`src/rtl/memory_stage.sv`:
```
`default_nettype none
// ----------------------------------------------------------------------------
// memory_stage : RV32I memory-access stage, loads/stores over a valid/ready
//                data-memory port with load alignment and extension.
// Rev 1.0
// ----------------------------------------------------------------------------
package memory_stage_pkg;
  localparam int MEM_ADDRESS_WIDTH = 32;

  localparam logic [6:0] OP_LOAD       = 7'b0000011;
  localparam logic [6:0] OP_STORE      = 7'b0100011;
  localparam logic [6:0] OP_ARITHMETIC = 7'b0110011;
  localparam logic [6:0] OP_IMMEDIATE  = 7'b0010011;
  localparam logic [6:0] OP_BRANCH     = 7'b1100011;

  typedef struct packed {
    logic [6:0] funct7;
    logic [4:0] rs2;
    logic [4:0] rs1;
    logic [2:0] funct3;
    logic [4:0] rd;
    logic [6:0] opcode;
  } decoded_instruction_t;

  typedef struct packed {
    decoded_instruction_t decoded_instruction;
    logic [31:0]          alu_result;
    logic [31:0]          rs2_value;
    logic [31:0]          branch_target;
  } execute_to_memory_t;

  typedef struct packed {
    decoded_instruction_t decoded_instruction;
    logic [31:0]          alu_result;
    logic [31:0]          branch_target;
  } memory_to_writeback_t;
endpackage

module memory_stage
  import memory_stage_pkg::*;
#(
  parameter int ADDR_WIDTH = MEM_ADDRESS_WIDTH
) (
  input  logic                  clk,
  input  logic                  reset,
  input  logic                  ex_valid,
  input  execute_to_memory_t    ex_data,
  output logic                  mem_ready,
  output logic                  wb_valid,
  output memory_to_writeback_t  wb_data,
  output logic                  mem_fault,
  output logic                  dmem_req_valid,
  input  logic                  dmem_req_ready,
  output logic [ADDR_WIDTH-1:0] dmem_addr,
  output logic                  dmem_we,
  output logic [3:0]            dmem_wstrb,
  output logic [31:0]           dmem_wdata,
  input  logic                  dmem_rsp_valid,
  input  logic [31:0]           dmem_rsp_data
);

  typedef enum logic [1:0] {
    S_IDLE     = 2'd0,
    S_REQ      = 2'd1,
    S_WAIT_RSP = 2'd2
  } state_t;

  state_t                r_state;
  decoded_instruction_t  r_inst;
  logic [31:0]           r_alu;
  logic [31:0]           r_bt;
  logic                  r_wb_valid;
  memory_to_writeback_t  r_wb_data;
  logic                  r_mem_fault;
  logic                  r_req_valid;
  logic [ADDR_WIDTH-1:0] r_addr;
  logic                  r_we;
  logic [3:0]            r_wstrb;
  logic [31:0]           r_wdata;

  logic [2:0]            w_f3;
  logic [1:0]            w_lo;
  logic                  w_is_load;
  logic                  w_is_store;
  logic                  w_fault;
  logic [3:0]            w_wstrb;
  logic [31:0]           w_wdata;
  decoded_instruction_t  w_fault_inst;
  logic [31:0]           w_rsp_sh;
  logic [31:0]           w_load;

  assign w_f3       = ex_data.decoded_instruction.funct3;
  assign w_lo       = ex_data.alu_result[1:0];
  assign w_is_load  = (ex_data.decoded_instruction.opcode == OP_LOAD);
  assign w_is_store = (ex_data.decoded_instruction.opcode == OP_STORE);

  // Alignment/legality and store lane placement for the incoming instruction
  always_comb begin
    w_fault = 1'b0;
    if (w_is_load) begin
      case (w_f3)
        3'd0, 3'd4: w_fault = 1'b0;
        3'd1, 3'd5: w_fault = w_lo[0];
        3'd2:       w_fault = (w_lo != 2'd0);
        default:    w_fault = 1'b1;
      endcase
    end else if (w_is_store) begin
      case (w_f3)
        3'd0:    w_fault = 1'b0;
        3'd1:    w_fault = w_lo[0];
        3'd2:    w_fault = (w_lo != 2'd0);
        default: w_fault = 1'b1;
      endcase
    end

    w_wstrb = 4'b1111;
    w_wdata = ex_data.rs2_value;
    case (w_f3)
      3'd0: begin
        w_wstrb = 4'b0001 << w_lo;
        w_wdata = {4{ex_data.rs2_value[7:0]}};
      end
      3'd1: begin
        w_wstrb = 4'b0011 << w_lo;
        w_wdata = {2{ex_data.rs2_value[15:0]}};
      end
      default: ;
    endcase

    w_fault_inst    = ex_data.decoded_instruction;
    w_fault_inst.rd = 5'd0;
  end

  // Faulting accesses never reach WAIT_RSP, so LW always sees a zero shift here
  always_comb begin
    w_rsp_sh = dmem_rsp_data >> {r_alu[1:0], 3'b000};
    case (r_inst.funct3)
      3'd0:    w_load = {{24{w_rsp_sh[7]}}, w_rsp_sh[7:0]};
      3'd1:    w_load = {{16{w_rsp_sh[15]}}, w_rsp_sh[15:0]};
      3'd4:    w_load = {24'd0, w_rsp_sh[7:0]};
      3'd5:    w_load = {16'd0, w_rsp_sh[15:0]};
      default: w_load = w_rsp_sh;
    endcase
  end

  always_ff @(posedge clk) begin
    if (reset) begin
      r_state     <= S_IDLE;
      r_inst      <= '0;
      r_alu       <= '0;
      r_bt        <= '0;
      r_wb_valid  <= 1'b0;
      r_wb_data   <= '0;
      r_mem_fault <= 1'b0;
      r_req_valid <= 1'b0;
      r_addr      <= '0;
      r_we        <= 1'b0;
      r_wstrb     <= '0;
      r_wdata     <= '0;
    end else begin
      r_wb_valid  <= 1'b0;
      r_mem_fault <= 1'b0;
      case (r_state)
        S_IDLE: begin
          if (ex_valid) begin
            if (!(w_is_load || w_is_store)) begin
              r_wb_valid <= 1'b1;
              r_wb_data  <= '{decoded_instruction: ex_data.decoded_instruction,
                              alu_result:          ex_data.alu_result,
                              branch_target:       ex_data.branch_target};
            end else if (w_fault) begin
              r_wb_valid  <= 1'b1;
              r_mem_fault <= 1'b1;
              r_wb_data   <= '{decoded_instruction: w_fault_inst,
                               alu_result:          ex_data.alu_result,
                               branch_target:       ex_data.branch_target};
            end else begin
              r_inst      <= ex_data.decoded_instruction;
              r_alu       <= ex_data.alu_result;
              r_bt        <= ex_data.branch_target;
              r_req_valid <= 1'b1;
              r_addr      <= ex_data.alu_result[ADDR_WIDTH-1:0];
              r_we        <= w_is_store;
              r_wstrb     <= w_is_store ? w_wstrb : 4'b0000;
              r_wdata     <= w_is_store ? w_wdata : 32'd0;
              r_state     <= S_REQ;
            end
          end
        end
        S_REQ: begin
          if (dmem_req_ready) begin
            r_req_valid <= 1'b0;
            if (r_we) begin
              r_wb_valid <= 1'b1;
              r_wb_data  <= '{decoded_instruction: r_inst,
                              alu_result:          r_alu,
                              branch_target:       r_bt};
              r_state    <= S_IDLE;
            end else begin
              r_state <= S_WAIT_RSP;
            end
          end
        end
        S_WAIT_RSP: begin
          if (dmem_rsp_valid) begin
            r_wb_valid <= 1'b1;
            r_wb_data  <= '{decoded_instruction: r_inst,
                            alu_result:          w_load,
                            branch_target:       r_bt};
            r_state    <= S_IDLE;
          end
        end
        default: r_state <= S_IDLE;
      endcase
    end
  end

  assign mem_ready      = (r_state == S_IDLE);
  assign wb_valid       = r_wb_valid;
  assign wb_data        = r_wb_data;
  assign mem_fault      = r_mem_fault;
  assign dmem_req_valid = r_req_valid;
  assign dmem_addr      = r_addr;
  assign dmem_we        = r_we;
  assign dmem_wstrb     = r_wstrb;
  assign dmem_wdata     = r_wdata;

endmodule
`default_nettype wire

```
`config.mk`:
```
export PLATFORM = sky130hd
export DESIGN_NAME = memory_stage
export DESIGN_NICKNAME = d
export VERILOG_FILES = /design/src/rtl/memory_stage.sv
export SDC_FILE = /design/constraint.sdc
export NUM_CORES = 1
export LEC_CHECK = 0
export CORE_ASPECT_RATIO = 0.9
export CORE_UTILIZATION = 47
export CTS_CLUSTER_DIAMETER = 200
export CTS_CLUSTER_SIZE = 40
export DETAILED_ROUTE_END_ITERATION = 8
export PLACE_DENSITY_LB_ADDON = 0.15
export SLEW_MARGIN = 25
export SYNTH_ARGS = -nofsm -noshare
export SYNTH_HDL_FRONTEND = slang
export SYNTH_SLANG_ARGS = --single-unit
```
`constraint.sdc`:
```
create_clock -name clk -period 2.75 [get_ports clk]
set_clock_uncertainty 0.1 [all_clocks]
set_input_delay 0.4125 -clock clk [delete_from_list [all_inputs] [get_ports clk]]
set_output_delay 0.4125 -clock clk [all_outputs]
set_load 0.02 [all_outputs]
```
# Word-level counts from Yosys, hierarchy flattened
# Cells that the tools add are included.
# W data, S select, Z words.
[word_totals] in_bits=165 out_inout_bits=169 word_cells=97 register_bits=234
[classes] n_reduce_logical=14 n_shift=3 n_bitwise=4 eq_ne=18 n_mux=35
[op_table] operator="$mux W96" count=6
[op_table] operator="$pmux W96 S3" count=1
[op_table] operator="$pmux W32 S4" count=1
[op_table] operator="$pmux W32 S2" count=1
[op_table] operator="$mux W32" count=1
[op_table] operator="$shr A32 B5 Y32" count=1
[op_table] operator="$eq A3 B3 Y1 const B" count=4
[op_table] operator="$mux W1" count=12
[op_table] operator="$mux W2" count=6
[op_table] operator="$ne A2 B2 Y1 const B" count=5
[op_table] operator="$reduce_and A5 Y1" count=2
[op_table] operator="$pmux W1 S3" count=3
[op_table] operator="$pmux W4 S2" count=1
[op_table] operator="$eq A7 B2 Y1 const B" count=1
[op_table] operator="$eq A7 B6 Y1 const B" count=1
[op_table] operator="$eq A3 B1 Y1 const B" count=2
[op_table] operator="$logic_not A3 Y1" count=2
[op_table] operator="$pmux W2 S3" count=1
[op_table] operator="$reduce_and A6 Y1" count=1
[op_table] operator="$mux W4" count=1
[op_table] operator="$not A1 Y1" count=4
[op_table] operator="$reduce_and A4 Y1" count=1
[op_table] operator="$reduce_bool A2 Y1" count=2
[op_table] operator="$reduce_or A2 Y1" count=2
[op_table] operator="12 further kinds" count=12

# Longest topological paths before layout
[depth] word_depth=8 depth_mapped=10 depth_no_buf=6

# Worst setup path before layout
# OpenSTA, ideal clock, no wires.
[synth_path] path_kind="reg-to-reg" startpoint="register r_state[0]" endpoint="register r_wb_data (netlist bit wb_data[41])" setup_slack_ns=0.573 path_buffers=1 path_stages_with_launch=8 arrival_ns=1.925 t_required_ns=2.499 period_less_slack_ns=2.177 setup_ns=0.151 cell_sequence="dfxtp_1 inv_1 ha_1 clkbuf_1 nand2b_1 nand4_2 o31ai_1 o32ai_1"
[synth_via] elab_chain_cells=3 word_cells_on_any_way=11 cone_classes="eq/ne (7); mux (1); reduce/logical (3)"
[synth_lines] item="start: declaration" line="68" source="state_t r_state;"
[synth_lines] item="start signal: assignment" line="148" source="r_state <= S_IDLE;"
[synth_lines] item="start signal: assignment" line="186" source="r_state <= S_REQ;"
[synth_lines] item="start signal: assignment" line="198" source="r_state <= S_IDLE;"
[synth_lines] item="$logic_not A2 Y1 (*)"
[synth_lines] item="named net mem_ready" line="48" source="output logic mem_ready,"
[synth_lines] item="$ne A3 B3 Y1 (no source line), or another cell as far along"
[synth_lines] item="$reduce_and A6 Y1 (no source line)"
[synth_lines] item="end signal: assignment" line="168" source="r_wb_data <= '{decoded_instruction: ex_data.decoded_instruction,"
[synth_lines] item="end signal: assignment" line="174" source="r_wb_data <= '{decoded_instruction: w_fault_inst,"
[synth_lines] item="end signal: assignment" line="195" source="r_wb_data <= '{decoded_instruction: r_inst,"
[synth_lines] item="end: declaration" line="73" source="memory_to_writeback_t r_wb_data;"
# The timed path passes the listed nets; every way through them passes the cells marked *.
# A chain may end at the register's enable or synchronous reset.

# Final worst setup path
[layout_path] startpoint="register r_state[1]" endpoint="output port mem_ready"
[layout_via] elab_chain_cells=1
[layout_lines] item="$logic_not A2 Y1" line="218" source="assign mem_ready = (r_state == S_IDLE);"
[layout_lines] item="end: declaration" line="48"
# No other way between the ends.

==> results.cfg <==
[sta]
worst_slew_pin_slew_ps = 822.1
period_share_pct = 94.58
setup_tns_ps = 0
drv_slew = 0
slew_headroom_pct = 45.08
period_needed_ps = 2601
rsz0062_at_grt = false
hold_viol_final = 0
timing.fmax_mhz = 384.5
setup_violations = 0

[flow_run]
cap_violations = 0

[placement]
port_buffers = 333
place_inst = 1753
post-dp-hpwl_um = 23300
routabilityCongestion = 0.9167

[finish]
final_common_cell = clkdlybuf4s50_1
mostFrequentLayoutCells = clkdlybuf4s50_1 (332), dfxtp_1 (234), nand2_1 (218)
final_layout_size_suffix_gt1_share_pct = 8.899
instances_no_fill = 1764
final_nets = 1642
syn_to_final_growth_pct = 37.07

[synth]
syn_area_per_cell_um2 = 8.738
synth_edf_count = 0
ys_types = 68
syn-num-nets = 1377
synthCells = 1208
ys_seq_area_share_pct = 44.38
synthFlopType = dfxtp_1
synth_seq_cells = 234
synth_area_um2 = 10560
yosysWarnings = 0
async_flop_share_pct = 0

[status]
status = complete, no violations

[worst_hold_path]
hold_path_depth = 2
hold_end = dmem_wdata[20]
worstHoldPathType = input pin to flop
hp-start = reset

[routing]
totalWireLength_um = 34500
first_iter_violations = 861
route.detailed.drc = 0
via_per_inst = 5.961
ant_nets = 0
first_pass_iters = 5
wl_per_cell_um = 19.56
vias = 10520

[floorplan]
die_height_um = 144.2
io_pins = 334
die_area_um2 = 23060
start_util_pct = 48.37
coreArea_um2 = 21820
die_x_um = 160.0
rows = 51

[clock_tree]
root_buffer = clkbuf_16
cts_buffers = 9
cts.sinks = 234
clk_pin_slew_worst_paths_ps = 140
cts_tree = built
cts_setup_buffers = 0
clock_latency_ps = 480
hold_buffers = 0
clk_path_buf_depth = 3
htreeDepth = 1
ctsResizeCount = 0

[setup_path]
r2r-start = r_state[1]
crit_fanout = 10
critPathArrivalTime_ps = 2090
required_ps = 2240
crit_path_start_kind = flop
crit_type = flop to primary output
ff2ff_setup_slack_ps = 300
r2r_end = dmem_req_valid
end_kind = primary output
reg2regPathDepth = 7

[pwr]
power.leakage_nw = 4.962
p_per_area_nw_per_um2 = 434.5
power_mw = 6.286
ir_drop_mv = 0.3331

[grt]
grt-ovfl-total = 0
grt_pass1_wl_um = 53320
grt_max_degree = 119
antenna_found_initial = 1
grt_pass1_vias = 9574
track_usage_pct = 28.58
==> logic make-up after synthesis <==
logic type	share of synthesized area, %
and+or+nand+nor	14.38
adders and majority gates	0.4742
AOI/OAI and AO/OA	29.74
muxes	5.145
DFF	44.38
buffers and inverters	5.880
==> worst max-delay path, cell delays in order, from the launching register on <==
cell,delay (ps)
dfxtp_1,350
inv_1,90
ha_1,430
clkdlybuf4s50_1,730
==> how the worst max path moves through the flow <==
stage	to	cells past startpoint	start	slack (ps)
global placement	wb_data[57]	6	ex_data[110]	70
CTS	mem_ready	3	r_state[1]	140
detailed placement	wb_data[61]	6	ex_data[110]	5
finish	mem_ready	3	r_state[1]	150
floorplan	wb_data[41]	7	r_state[0]	570
global route	mem_ready	3	r_state[1]	40
==> per-layer routing <==
metal	part of all wire (%)	GRT usage (%)	routed length, um
met5	0	0	0
met4	2.6	7.419	909
met3	7.8	4.818	2690
met2	46	45.84	15810
met1	44	39.84	15090
==> report_power, final <==
group / internal (mW) / total [mW] / switching [mW]
registers: 3.50 / 3.56 / 0.0608
clock network: 0.605 / 1.64 / 1.04
logic: 0.577 / 1.09 / 0.512
==> synth_stat cells, drive strengths merged (9+ instances only) <==
master  instances  area, um^2
o21ai          25       125.1
clkbuf         76       287.8
a31oi          62       402.9
a211oi         61       457.9
mux2           24       270.3
buf            46       269.0
a21oi         127       635.6
a22oi          77       578.1
nor2           16       60.06
nand3          19       95.09
a221oi         11       120.1
inv            17       63.81
or2            32       200.2
a32o           18       180.2
a22o           22       192.7
dfxtp         234        4684
nor2b           9       56.30
nand2         218       818.3
mux2i          25       250.2
==> per-stage QoR <==
step | util [%] | instance area (um^2) | setup slack (ps) | hold WS [ps]
2_1_floorplan | - | 10560 | 573.4 | 327.4
3_3_place_gp | 65.21 | 14230 | 72.65 | 337.8
3_5_place_dp | 65.21 | 14230 | 5.022 | 341.2
4_1_cts | 66.28 | 14470 | 144.8 | 197.7
5_1_grt | 66.29 | 14470 | 39.66 | 210.1
6_report | 66.29 | 14470 | 149.0 | 217.7
==> final cells by class <==
class,instances,area [um^2]
Antenna cell,1,2.502
Inverter,17,63.81
Timing Repair Buffer,376,3820
Tap cell,291,364.1
Clock inverter,1,8.758
Sequential cell,234,4684
Multi-Input combinational cell,835,5299
Fill cell,1839,7356
Clock buffer,9,225.2
==> state kept, by name, indices dropped and copies added, names as in the netlist, 2 cells and up <==
register and flops:
dmem_addr 32, r_state 2, r_bt 32, dmem_wstrb 4, wb_data 96, r_inst 32, dmem_wdata 32
Power figures use the tool's default switching activity.
